### src/rtl/hmac_engine_arbiter_if.sv
// Requester/engine bundle for hmac_engine_arbiter. The arbiter takes the slave view;
// the environment (requesters plus the lw_hmac engine) takes the master view.
// Handshake rule: a word moves on a clock edge where its valid and ready are both
// high; valid and the payload hold steady until then, and ready never waits on valid.
interface hmac_engine_arbiter_if #(
  parameter int N_REQ     = 2,
  parameter int WORD_SIZE = 64
);
  logic [N_REQ-1:0]                 req_i;
  logic [N_REQ-1:0][3:0]            opcode_i;
  logic [N_REQ-1:0]                 new_key_i;
  logic [N_REQ-1:0][WORD_SIZE-1:0]  data_i;
  logic [N_REQ-1:0]                 data_valid_i;
  logic [N_REQ-1:0]                 last_i;
  logic [N_REQ-1:0][WORD_SIZE-1:0]  key_i;
  logic [N_REQ-1:0]                 key_valid_i;
  logic [N_REQ-1:0]                 abort_i;
  logic [N_REQ-1:0]                 gnt_o;
  logic [N_REQ-1:0]                 ready_o;
  logic [N_REQ-1:0]                 key_ready_o;
  logic [N_REQ-1:0]                 done_o;
  logic [N_REQ-1:0]                 err_o;
  logic [7:0][WORD_SIZE-1:0]        hash_o;

  logic                  eng_start_o;
  logic                  eng_abort_o;
  logic                  eng_last_o;
  logic                  eng_data_valid_o;
  logic [WORD_SIZE-1:0]  eng_data_o;
  logic [3:0]            eng_opcode_o;
  logic [WORD_SIZE-1:0]  eng_key_o;
  logic                  eng_key_valid_o;
  logic                  eng_new_key_o;
  logic                  eng_ready_i;
  logic                  eng_key_ready_i;
  logic                  eng_core_ready_i;
  logic                  eng_done_i;
  logic [7:0][WORD_SIZE-1:0] eng_hash_i;

  modport slave (
    input  req_i, opcode_i, new_key_i, data_i, data_valid_i, last_i,
           key_i, key_valid_i, abort_i,
           eng_ready_i, eng_key_ready_i, eng_core_ready_i, eng_done_i, eng_hash_i,
    output gnt_o, ready_o, key_ready_o, done_o, err_o, hash_o,
           eng_start_o, eng_abort_o, eng_last_o, eng_data_valid_o, eng_data_o,
           eng_opcode_o, eng_key_o, eng_key_valid_o, eng_new_key_o
  );

  modport master (
    output req_i, opcode_i, new_key_i, data_i, data_valid_i, last_i,
           key_i, key_valid_i, abort_i,
           eng_ready_i, eng_key_ready_i, eng_core_ready_i, eng_done_i, eng_hash_i,
    input  gnt_o, ready_o, key_ready_o, done_o, err_o, hash_o,
           eng_start_o, eng_abort_o, eng_last_o, eng_data_valid_o, eng_data_o,
           eng_opcode_o, eng_key_o, eng_key_valid_o, eng_new_key_o
  );
endinterface

### src/rtl/hmac_engine_arbiter.sv
// Per-message round-robin arbiter sharing one lw_hmac engine between N_REQ requesters,
// with saved-key ownership tracking so only the key's loader may reuse it.
module hmac_engine_arbiter #(
  parameter int N_REQ     = 2,
  parameter int WORD_SIZE = 64
) (
  input  logic                        clk_i,
  input  logic                        aresetn_i,
  hmac_engine_arbiter_if.slave        bus,
  output logic [2:0]                  o_dbg_state,
  output logic [$clog2(N_REQ)-1:0]    o_dbg_rr_ptr,
  output logic                        o_dbg_key_owner_vld,
  output logic [$clog2(N_REQ)-1:0]    o_dbg_key_owner
);
  localparam int PW = $clog2(N_REQ);

  typedef enum logic [2:0] {
    S_IDLE  = 3'd0,
    S_ARB   = 3'd1,
    S_START = 3'd2,
    S_BUSY  = 3'd3,
    S_DRAIN = 3'd4
  } state_t;

  state_t                    r_state;
  state_t                    w_next;
  logic [PW-1:0]             r_rr_ptr;
  logic [PW-1:0]             r_owner;
  logic [PW-1:0]             r_key_owner;
  logic                      r_key_owner_vld;
  logic [3:0]                r_opcode;
  logic                      r_new_key;
  logic                      r_eng_abort;
  logic [N_REQ-1:0]          r_gnt;
  logic [N_REQ-1:0]          r_done;
  logic [N_REQ-1:0]          r_err;
  logic [7:0][WORD_SIZE-1:0] r_hash;

  logic                      w_any;
  logic [PW-1:0]             w_win;
  logic [PW-1:0]             w_cand;
  logic [3:0]                w_opc;
  logic                      w_nk;
  logic                      w_reject;
  logic                      w_active;
  logic                      w_done;
  logic                      w_own_abort;
  logic                      w_own_valid;

  // Search begins one past the last winner, so every requester is reached within N_REQ jobs.
  always_comb begin
    w_any  = 1'b0;
    w_win  = r_rr_ptr;
    w_cand = r_rr_ptr;
    for (int i = 1; i <= N_REQ; i++) begin
      w_cand = PW'((int'(r_rr_ptr) + i) % N_REQ);
      if (!w_any && bus.req_i[w_cand]) begin
        w_any = 1'b1;
        w_win = w_cand;
      end
    end
  end

  assign w_opc    = bus.opcode_i[w_win];
  assign w_nk     = bus.new_key_i[w_win];
  assign w_reject = (w_opc[3:2] == 2'b11) ||
                    (w_opc[0] && !w_nk && (!r_key_owner_vld || (r_key_owner != w_win)));

  assign w_active    = (r_state == S_START) || (r_state == S_BUSY);
  assign w_done      = w_active && bus.eng_done_i;
  assign w_own_abort = w_active && bus.abort_i[r_owner];
  assign w_own_valid = bus.data_valid_i[r_owner];

  always_comb begin
    w_next = r_state;
    unique case (r_state)
      S_IDLE:  if (|bus.req_i && bus.eng_core_ready_i) w_next = S_ARB;
      S_ARB:   w_next = (!w_any || w_reject) ? S_IDLE : S_START;
      S_START: begin
        if (w_done)           w_next = S_IDLE;
        else if (w_own_abort) w_next = S_DRAIN;
        else if (w_own_valid) w_next = S_BUSY;
      end
      S_BUSY: begin
        if (w_done)           w_next = S_IDLE;
        else if (w_own_abort) w_next = S_DRAIN;
      end
      // The abort pulse is still on the wire in the first drain cycle; wait it out.
      S_DRAIN: if (bus.eng_core_ready_i && !r_eng_abort) w_next = S_IDLE;
      default: w_next = S_IDLE;
    endcase
  end

  always_ff @(posedge clk_i or negedge aresetn_i) begin
    if (!aresetn_i) begin
      r_state         <= S_IDLE;
      r_rr_ptr        <= PW'(N_REQ - 1);
      r_owner         <= '0;
      r_key_owner     <= '0;
      r_key_owner_vld <= 1'b0;
      r_opcode        <= '0;
      r_new_key       <= 1'b0;
      r_eng_abort     <= 1'b0;
      r_gnt           <= '0;
      r_done          <= '0;
      r_err           <= '0;
      r_hash          <= '0;
    end else begin
      r_state     <= w_next;
      r_done      <= '0;
      r_err       <= '0;
      r_eng_abort <= 1'b0;
      unique case (r_state)
        S_ARB: begin
          if (w_any) begin
            r_rr_ptr <= w_win;
            if (w_reject) begin
              r_err <= N_REQ'(1) << w_win;
            end else begin
              r_owner   <= w_win;
              r_opcode  <= w_opc;
              r_new_key <= w_nk;
              r_gnt     <= N_REQ'(1) << w_win;
            end
          end
        end
        S_START, S_BUSY: begin
          // Done outranks a same-cycle abort: the digest is already complete.
          if (w_done) begin
            r_hash <= bus.eng_hash_i;
            r_done <= N_REQ'(1) << r_owner;
            r_gnt  <= '0;
            if (r_opcode[0] && r_new_key) begin
              r_key_owner     <= r_owner;
              r_key_owner_vld <= 1'b1;
            end
          end else if (w_own_abort) begin
            r_eng_abort <= 1'b1;
            r_gnt       <= '0;
            if (r_opcode[0] && r_new_key) r_key_owner_vld <= 1'b0;
          end
        end
        default: ;
      endcase
    end
  end

  always_comb begin
    bus.eng_start_o      = 1'b0;
    bus.eng_last_o       = 1'b0;
    bus.eng_data_valid_o = 1'b0;
    bus.eng_data_o       = '0;
    bus.eng_opcode_o     = '0;
    bus.eng_key_o        = '0;
    bus.eng_key_valid_o  = 1'b0;
    bus.eng_new_key_o    = 1'b0;
    bus.ready_o          = '0;
    bus.key_ready_o      = '0;
    if (w_active) begin
      bus.eng_start_o      = (r_state == S_START);
      bus.eng_last_o       = bus.last_i[r_owner];
      bus.eng_data_valid_o = bus.data_valid_i[r_owner];
      bus.eng_data_o       = bus.data_i[r_owner];
      bus.eng_opcode_o     = r_opcode;
      bus.eng_key_o        = bus.key_i[r_owner];
      bus.eng_key_valid_o  = bus.key_valid_i[r_owner];
      bus.eng_new_key_o    = r_new_key;
      bus.ready_o          = N_REQ'(bus.eng_ready_i) << r_owner;
      bus.key_ready_o      = N_REQ'(bus.eng_key_ready_i) << r_owner;
    end
  end

  assign bus.gnt_o       = r_gnt;
  assign bus.done_o      = r_done;
  assign bus.err_o       = r_err;
  assign bus.hash_o      = r_hash;
  assign bus.eng_abort_o = r_eng_abort;

  assign o_dbg_state         = r_state;
  assign o_dbg_rr_ptr        = r_rr_ptr;
  assign o_dbg_key_owner_vld = r_key_owner_vld;
  assign o_dbg_key_owner     = r_key_owner;
endmodule

### src/flat_wrapper.sv
// flat-port wrapper written by rule: the top's interface ports become plain ports
module hmac_engine_arbiter_flat 
#(
  parameter int N_REQ     = 2,
  parameter int WORD_SIZE = 64
)
  (clk_i, aresetn_i, o_dbg_state, o_dbg_rr_ptr, o_dbg_key_owner_vld, o_dbg_key_owner, bus_req_i, bus_opcode_i, bus_new_key_i, bus_data_i, bus_data_valid_i, bus_last_i, bus_key_i, bus_key_valid_i, bus_abort_i, bus_eng_ready_i, bus_eng_key_ready_i, bus_eng_core_ready_i, bus_eng_done_i, bus_eng_hash_i, bus_gnt_o, bus_ready_o, bus_key_ready_o, bus_done_o, bus_err_o, bus_hash_o, bus_eng_start_o, bus_eng_abort_o, bus_eng_last_o, bus_eng_data_valid_o, bus_eng_data_o, bus_eng_opcode_o, bus_eng_key_o, bus_eng_key_valid_o, bus_eng_new_key_o);
  hmac_engine_arbiter_if #(.N_REQ(N_REQ), .WORD_SIZE(WORD_SIZE)) bus_i ();
  input  logic clk_i;
  input  logic aresetn_i;
  output logic [2:0] o_dbg_state;
  output logic [$clog2(N_REQ)-1:0] o_dbg_rr_ptr;
  output logic o_dbg_key_owner_vld;
  output logic [$clog2(N_REQ)-1:0] o_dbg_key_owner;
  input wire logic [$bits(bus_i.req_i)-1:0] bus_req_i;
  input wire logic [$bits(bus_i.opcode_i)-1:0] bus_opcode_i;
  input wire logic [$bits(bus_i.new_key_i)-1:0] bus_new_key_i;
  input wire logic [$bits(bus_i.data_i)-1:0] bus_data_i;
  input wire logic [$bits(bus_i.data_valid_i)-1:0] bus_data_valid_i;
  input wire logic [$bits(bus_i.last_i)-1:0] bus_last_i;
  input wire logic [$bits(bus_i.key_i)-1:0] bus_key_i;
  input wire logic [$bits(bus_i.key_valid_i)-1:0] bus_key_valid_i;
  input wire logic [$bits(bus_i.abort_i)-1:0] bus_abort_i;
  input wire logic [$bits(bus_i.eng_ready_i)-1:0] bus_eng_ready_i;
  input wire logic [$bits(bus_i.eng_key_ready_i)-1:0] bus_eng_key_ready_i;
  input wire logic [$bits(bus_i.eng_core_ready_i)-1:0] bus_eng_core_ready_i;
  input wire logic [$bits(bus_i.eng_done_i)-1:0] bus_eng_done_i;
  input wire logic [$bits(bus_i.eng_hash_i)-1:0] bus_eng_hash_i;
  output wire logic [$bits(bus_i.gnt_o)-1:0] bus_gnt_o;
  output wire logic [$bits(bus_i.ready_o)-1:0] bus_ready_o;
  output wire logic [$bits(bus_i.key_ready_o)-1:0] bus_key_ready_o;
  output wire logic [$bits(bus_i.done_o)-1:0] bus_done_o;
  output wire logic [$bits(bus_i.err_o)-1:0] bus_err_o;
  output wire logic [$bits(bus_i.hash_o)-1:0] bus_hash_o;
  output wire logic [$bits(bus_i.eng_start_o)-1:0] bus_eng_start_o;
  output wire logic [$bits(bus_i.eng_abort_o)-1:0] bus_eng_abort_o;
  output wire logic [$bits(bus_i.eng_last_o)-1:0] bus_eng_last_o;
  output wire logic [$bits(bus_i.eng_data_valid_o)-1:0] bus_eng_data_valid_o;
  output wire logic [$bits(bus_i.eng_data_o)-1:0] bus_eng_data_o;
  output wire logic [$bits(bus_i.eng_opcode_o)-1:0] bus_eng_opcode_o;
  output wire logic [$bits(bus_i.eng_key_o)-1:0] bus_eng_key_o;
  output wire logic [$bits(bus_i.eng_key_valid_o)-1:0] bus_eng_key_valid_o;
  output wire logic [$bits(bus_i.eng_new_key_o)-1:0] bus_eng_new_key_o;
  assign bus_i.req_i = bus_req_i;
  assign bus_i.opcode_i = bus_opcode_i;
  assign bus_i.new_key_i = bus_new_key_i;
  assign bus_i.data_i = bus_data_i;
  assign bus_i.data_valid_i = bus_data_valid_i;
  assign bus_i.last_i = bus_last_i;
  assign bus_i.key_i = bus_key_i;
  assign bus_i.key_valid_i = bus_key_valid_i;
  assign bus_i.abort_i = bus_abort_i;
  assign bus_i.eng_ready_i = bus_eng_ready_i;
  assign bus_i.eng_key_ready_i = bus_eng_key_ready_i;
  assign bus_i.eng_core_ready_i = bus_eng_core_ready_i;
  assign bus_i.eng_done_i = bus_eng_done_i;
  assign bus_i.eng_hash_i = bus_eng_hash_i;
  assign bus_gnt_o = bus_i.gnt_o;
  assign bus_ready_o = bus_i.ready_o;
  assign bus_key_ready_o = bus_i.key_ready_o;
  assign bus_done_o = bus_i.done_o;
  assign bus_err_o = bus_i.err_o;
  assign bus_hash_o = bus_i.hash_o;
  assign bus_eng_start_o = bus_i.eng_start_o;
  assign bus_eng_abort_o = bus_i.eng_abort_o;
  assign bus_eng_last_o = bus_i.eng_last_o;
  assign bus_eng_data_valid_o = bus_i.eng_data_valid_o;
  assign bus_eng_data_o = bus_i.eng_data_o;
  assign bus_eng_opcode_o = bus_i.eng_opcode_o;
  assign bus_eng_key_o = bus_i.eng_key_o;
  assign bus_eng_key_valid_o = bus_i.eng_key_valid_o;
  assign bus_eng_new_key_o = bus_i.eng_new_key_o;
  hmac_engine_arbiter #(.N_REQ(N_REQ), .WORD_SIZE(WORD_SIZE)) u_core (.clk_i(clk_i), .aresetn_i(aresetn_i), .bus(bus_i), .o_dbg_state(o_dbg_state), .o_dbg_rr_ptr(o_dbg_rr_ptr), .o_dbg_key_owner_vld(o_dbg_key_owner_vld), .o_dbg_key_owner(o_dbg_key_owner));
endmodule
### config.mk
export PLATFORM = sky130hd
export DESIGN_NAME = hmac_engine_arbiter_flat
export DESIGN_NICKNAME = d
export VERILOG_FILES = /design/src/rtl/hmac_engine_arbiter_if.sv /design/src/rtl/hmac_engine_arbiter.sv /design/src/flat_wrapper.sv
export SDC_FILE = /design/constraint.sdc
export NUM_CORES = 1
export LEC_CHECK = 0
export ABC_CLOCK_PERIOD_IN_PS = 1650
export CAP_MARGIN = 20
export CORE_AREA = 2 2 574 576
export DETAILED_ROUTE_END_ITERATION = 7
export DIE_AREA = 0 0 576 578
export GPL_TIMING_DRIVEN = 1
export SLEW_MARGIN = 15
export SYNTH_ARGS = -nofsm -noshare
export SYNTH_HDL_FRONTEND = slang
export SYNTH_SLANG_ARGS = --single-unit
export TNS_END_PERCENT = 10
### constraint.sdc
create_clock -name clk_i -period 1.65 [get_ports clk_i]
set_input_delay 0.33 -clock clk_i [delete_from_list [all_inputs] [get_ports clk_i]]
set_output_delay 0.33 -clock clk_i [all_outputs]
set_load 0.01 [all_outputs]
**After elaboration in Yosys (flattened, before gate mapping)**

Index checks and enable logic that the tools add are counted.

- Bits in registers: 531

- Reductions and logical operators: 29
- $lt $le $gt $ge: 4
- Bitwise logic cells: 1
- Shift operators: 4
- Eq/ne operators: 15
- Add/sub/neg operators: 2
- Multiplexer cells: 60

Operators with widths:

| operator | count |
|---|---|
| 64-bit 2-to-1 mux | 6 |
| 1-bit 2-to-1 mux | 30 |
| 2-bit 2-to-1 mux | 12 |
| 3-bit 2-to-1 mux | 7 |
| 3-bit case mux with 5 select lines | 1 |
| 4-bit 2-to-1 mux | 3 |
| 4-bit AND reduction | 3 |
| 1-bit logical AND | 8 |
| 1-bit by 2-bit less-than comparator with 1-bit output (second input constant) | 4 |
| 3-bit by 2-bit == test with 1-bit output (second input constant) | 2 |
| 2-bit by 1-bit != test with 1-bit output (second input constant) | 3 |
| 2-bit != test (second input constant) | 3 |
| 3-bit by 1-bit != test with 1-bit output (second input constant) | 2 |
| 3-bit AND reduction | 2 |
| 1-bit logical NOT | 5 |
| 1-bit logical OR | 4 |
| 4-bit by 1-bit != test with 1-bit output (second input constant) | 1 |
| 2-bit case mux with 2 select lines | 1 |
| 2-bit AND reduction | 2 |
| 2-bit nonzero test | 2 |
| 2-bit OR reduction | 2 |
| 1-bit by 1-bit left shift with 2-bit output | 2 |
| 1-bit by 1-bit left shift with 2-bit output (first input constant) | 2 |
| 3-bit by 1-bit == test with 1-bit output (second input constant) | 1 |
| other kinds (6) | 7 |

**Longest topological paths before layout**

- Depth in word-level cells: 16
- Depth in mapped cells: 6
- Gate-level depth less buffers: 5

**Worst setup path before layout**

Ideal clock, no wire load.

- Path kind: register to register
- Start: register u_core.r_rr_ptr, in the netlist u_core.o_dbg_rr_ptr
- End: register u_core.r_gnt[1], in the netlist u_core.bus.gnt_o[1]
- Required time: 1.525 ns
- Slack: -0.115 ns
- Cell stages (with the launch flop): 7
- Arrival: 1.640 ns
- Path through: dfstp_2 nor2_1 a21oi_2 mux2i_1 or2_1 buf_6 mux2_4

- Longest elaborated chain between the ends: 15
- Elaborated cells on any way between the ends: 30
- Classes of those cells: add/sub (2); eq/ne (4); shift (1); mux (15); reduce/logical (8)

RTL lines:

| element | RTL line | text |
|---|---|---|
| start: declaration | hmac_engine_arbiter.sv:27 | `logic [PW-1:0] r_rr_ptr;` |
| start signal: assignment | hmac_engine_arbiter.sv:97 | `r_rr_ptr <= PW'(N_REQ - 1);` |
| start signal: assignment | hmac_engine_arbiter.sv:116 | `r_rr_ptr <= w_win;` |
| 1-bit adder | hmac_engine_arbiter.sv:56 | `w_cand = PW'((int'(r_rr_ptr) + i) % N_REQ);` |
| 1-bit 2-to-1 mux (implied by the code) (2 in a row) | hmac_engine_arbiter.sv:57 | `if (!w_any && bus.req_i[w_cand]) begin` |
| 1-bit 2-to-1 mux | hmac_engine_arbiter.sv:57 |  |
| 1-bit logical NOT | hmac_engine_arbiter.sv:57 |  |
| 1-bit logical AND | hmac_engine_arbiter.sv:57 |  |
| 1-bit 2-to-1 mux | hmac_engine_arbiter.sv:57 |  |
| 1-bit 2-to-1 mux (implied by the code) (2 in a row) | hmac_engine_arbiter.sv:65 | `assign w_nk = bus.new_key_i[w_win];` |
| 1-bit logical NOT | hmac_engine_arbiter.sv:67 | `(w_opc[0] && !w_nk && (!r_key_owner_vld \|\| (r_key_owner != w_win)));` |
| 1-bit logical AND (2 in a row) | hmac_engine_arbiter.sv:67 |  |
| 1-bit logical OR | hmac_engine_arbiter.sv:66 | `assign w_reject = (w_opc[3:2] == 2'b11) \|\|` |
| 2-bit != test (no source line) | n/a |  |
| 4-bit AND reduction (no source line) | n/a |  |
| end signal: assignment | hmac_engine_arbiter.sv:123 | `r_gnt <= N_REQ'(1) << w_win;` |
| end: declaration | hmac_engine_arbiter.sv:34 | `logic [N_REQ-1:0] r_gnt;` |

Several ways; a longest one is shown, not always the timed one. The select of a mux whose other input is x is not followed.
A chain may end at the register's enable or synchronous reset.

**Worst setup path in the final report**

- Start: register u_core.r_owner
- End: output bus_eng_data_o[24]

- Longest elaborated chain between the ends: 3

RTL lines:

| element | RTL line | text |
|---|---|---|
| start: declaration | hmac_engine_arbiter.sv:28 | `logic [PW-1:0] r_owner;` |
| start signal: assignment | hmac_engine_arbiter.sv:120 | `r_owner <= w_win;` |
| 64-bit 2-to-1 mux (implied by the code) (2 in a row) | hmac_engine_arbiter.sv:163 | `bus.eng_data_o = bus.data_i[r_owner];` |
| 64-bit 2-to-1 mux | hmac_engine_arbiter.sv:159 | `if (w_active) begin` |
| end: declaration | flat_wrapper.sv:39 | `output wire logic [$bits(bus_i.eng_data_o)-1:0] bus_eng_data_o;` |

Every way passes these cells. The select of a mux whose other input is x is not followed.

==> out/qor.txt <==
hpwl dp = 219 mm
M1 WL = 80.9 mm
average wire per standard cell = 32.3 um
initial antenna violation count = 249
CTS tree = done
clock buffer count from CTS = 79
fin nets = 3871
Post-Syn Area = 21800 sq um
Worst Tran Pin Value = 0.926 ns
VDD IR max = 0.952 mV
number of global-route vias before repair = 21500
outcome = finished, violations left
DRT iter0 DRCs = 857
Synth Instances = 1464
Port Buffers = 1459
Crit Path Max Fanout = 5
Setup WS pre-CTS = -0.872 ns
commonest non-fill, non-tap cell in the layout = clkdlybuf4s50_1
most frequent cells in the layout = clkdlybuf4s50_1 (986), dfrtp_1 (528), mux2_1 (514)
root buf cell = clkbuf_16
Hold Path Class = in2reg
Avg Inst Size Synth = 14.9 sq um
CP delay by family, top = buffers and inverters
Worst EP required = 1.32 ns
CP Capture Type = output port
DR vias/cell = 2.73
Netlist cell types = 32
gr usage total = 0.141
met2 wire len = 103 mm
Initial DRT Pass Iterations = 5
die area = 333000 sq um
sequential fraction of the synthesis area = 0.610
GPL Wtd Cong = 0.907
top layer reached by signal wires = met5
clock-pin slew on the worst setup and hold paths = 0.08 ns
flop2flop setup slack = -0.58 ns
die width = 576 um
IO Pins = 1460
Ys Warns = 0
Fmax = 382 MHz
Setup crit start kind = flip-flop
crit-path cells = buf_12, buf_12, buf_16, buf_8, mux2i_4, nor2_2, buf_6
antenna-violating nets left = 0
total gr overflow = 0
DRC = 0
Synth Net Count = 2258
via count = 20500
met3 wire length = 47.6 mm
Max-cap violations = 0
CP Data Arrival Time = 2.29 ns
hold slack final = 0.0998 ns
cell row count = 210
Post-Route WL = 243 mm
Core Region = 326000 sq um
die outline height = 578 um
Sink Count = 531
Area Overhead vs Synth = 117%
failing checks = negative setup slack
final core occ = 0.145
Slowest-stage cell, CP = dfrtp_4
cell area power density = 2000 nW/um^2
Crit Path Class = reg2out
Starting Density = 0.0668
RSZ-0062 raised after global routing = true
Pins Over Slew Limit = 0
worst-skew pair later-pin latency = 0.82 ns
first-pass GRT wire length = 289 mm
final setup violation count = 1146
layout cell share with drive strength beyond 1 = 0.282
Tmin final = 2.62 ns
headroom to the max-slew limit = 0.380
clk_skew = 0.0451 ns
htree depth = 3
Hold Vio Cnt, Final = 0
Static Leak = 19.0 nW
CP bufs+invs = 5
#FFs+latches synth = 531
pin count of the biggest net entering global routing = 96
Tcrit/Tclk final = 1.59
crit path setup slack, layout = -0.970 ns
crit-path max cell delay = 0.50 ns
Max clock buf depth = 4
most frequent cell on the critical path = buf_12
[synthesized netlist by cell type (all sizes together)]
| cell type | n | area share |
|---|---|---|
| a21boi | 1 | 0.00034 |
| nand3 | 1 | 0.00023 |
| mux2 | 523 | 0.27 |
| o311a | 1 | 0.00046 |
| a32oi | 2 | 0.00080 |
| dfstp | 1 | 0.0012 |
| nor3 | 2 | 0.00046 |
| a21o | 1 | 0.00034 |
| nor2b | 1 | 0.00029 |
| nor2 | 140 | 0.024 |
| nand2b | 2 | 0.00057 |
| or2 | 1 | 0.00029 |
| o21ai | 5 | 0.0011 |
| a21oi | 2 | 0.00063 |
| o211ai | 1 | 0.00034 |
| o32ai | 1 | 0.00040 |
| o21a | 1 | 0.00034 |
| nor3b | 3 | 0.0010 |
| buf | 78 | 0.018 |
| inv | 3 | 0.00052 |
| nand3b | 1 | 0.00034 |
| and3 | 3 | 0.00086 |
| clkbuf | 12 | 0.0021 |
| nand2 | 8 | 0.0014 |
| dfrtp | 530 | 0.61 |
| and2 | 5 | 0.0014 |
| mux2i | 135 | 0.062 |
[cells by family (layout without fill, tap and decap cells)]
| family | after synthesis | in the layout | share of synthesized area |
|---|---|---|---|
| DFF | 531 | 531 | 0.610 |
| other | 0 | 54 | 0 |
| buffers and inverters | 93 | 1760 | 0.0208 |
| and+or+nand+nor | 167 | 167 | 0.0310 |
| muxes | 658 | 658 | 0.333 |
| AOI/OAI and AO/OA | 15 | 15 | 0.00482 |
[state kept, by name (all words and copies together) (netlist names)]
name,count
u_core.bus.err_o,2
u_core.r_opcode,4
u_core.bus.hash_o,512
u_core.o_dbg_state,3
u_core.o_dbg_key_owner,1
u_core.r_new_key,1
u_core.bus.gnt_o,2
u_core.o_dbg_key_owner_vld,1
u_core.r_owner,1
u_core.o_dbg_rr_ptr,1
u_core.bus.done_o,2
u_core.bus.eng_abort_o,1
[path summary, 6_finish.rpt]
kind	start	endpoint	cells after the start
min reg2reg	u_core.bus.hash_o[213]	u_core.bus.hash_o[213]	1
max	u_core.r_owner	bus_eng_data_o[24]	7
max reg2reg	u_core.r_owner	u_core.bus.gnt_o[1]	11
max in group asynchronous	aresetn_i	u_core.bus.hash_o[22]	3
min	bus_eng_hash_i[438]	u_core.bus.hash_o[438]	2
min in group asynchronous	aresetn_i	u_core.bus.hash_o[369]	3
[metrics by stage]
step / area (sq um) / power (mW) / cells / setup TNS, ns
2_1_floorplan: 21800 / 36.6 / 1464 / -4.57
3_3_place_gp: 43100 / 74.5 / 7291 / -379.47
3_5_place_dp: 43100 / 75.2 / 7291 / -398.23
4_1_cts: 46500 / 95.9 / 7462 / -460.99
5_1_grt: 47300 / 101 / 7511 / -483.69
6_report: 47300 / 94.7 / 7531 / -400.05
[final cells by class]
cell class,count,area (sq um)
well taps,4346,5440
clock buffers,107,2190
flip-flops and latches,531,13300
diodes,54,135
repair buffers,1622,17000
clock inverters,28,322
inverters,3,11.3
multi-input cells,840,8910
fillers,36400,279000
[report_power, final]
part	switching [mW]	internal (mW)	total, mW
combinational	28.6	24.4	53.0
clock	7.17	9.88	17.0
sequential	4.96	19.7	24.7
[routing by layer]
metal	track usage	up-vias
li1	-	8464
met3	0.124	528
met4	0.0541	112
met2	0.213	1497
met5	0	-
met1	0.138	9929
[repair_timing]
action                                  4_1_cts  5_1_grt
hold buffers                                  2        0
hold endpoints to repair                    465        0
pin swaps                                    15       28
setup buffers                                20       13
gates cloned                                 14        6
endpoints found under the setup margin     1192     1194
gates resized for setup                     483      551
Note: power is estimated with default switching activity, not from simulation.
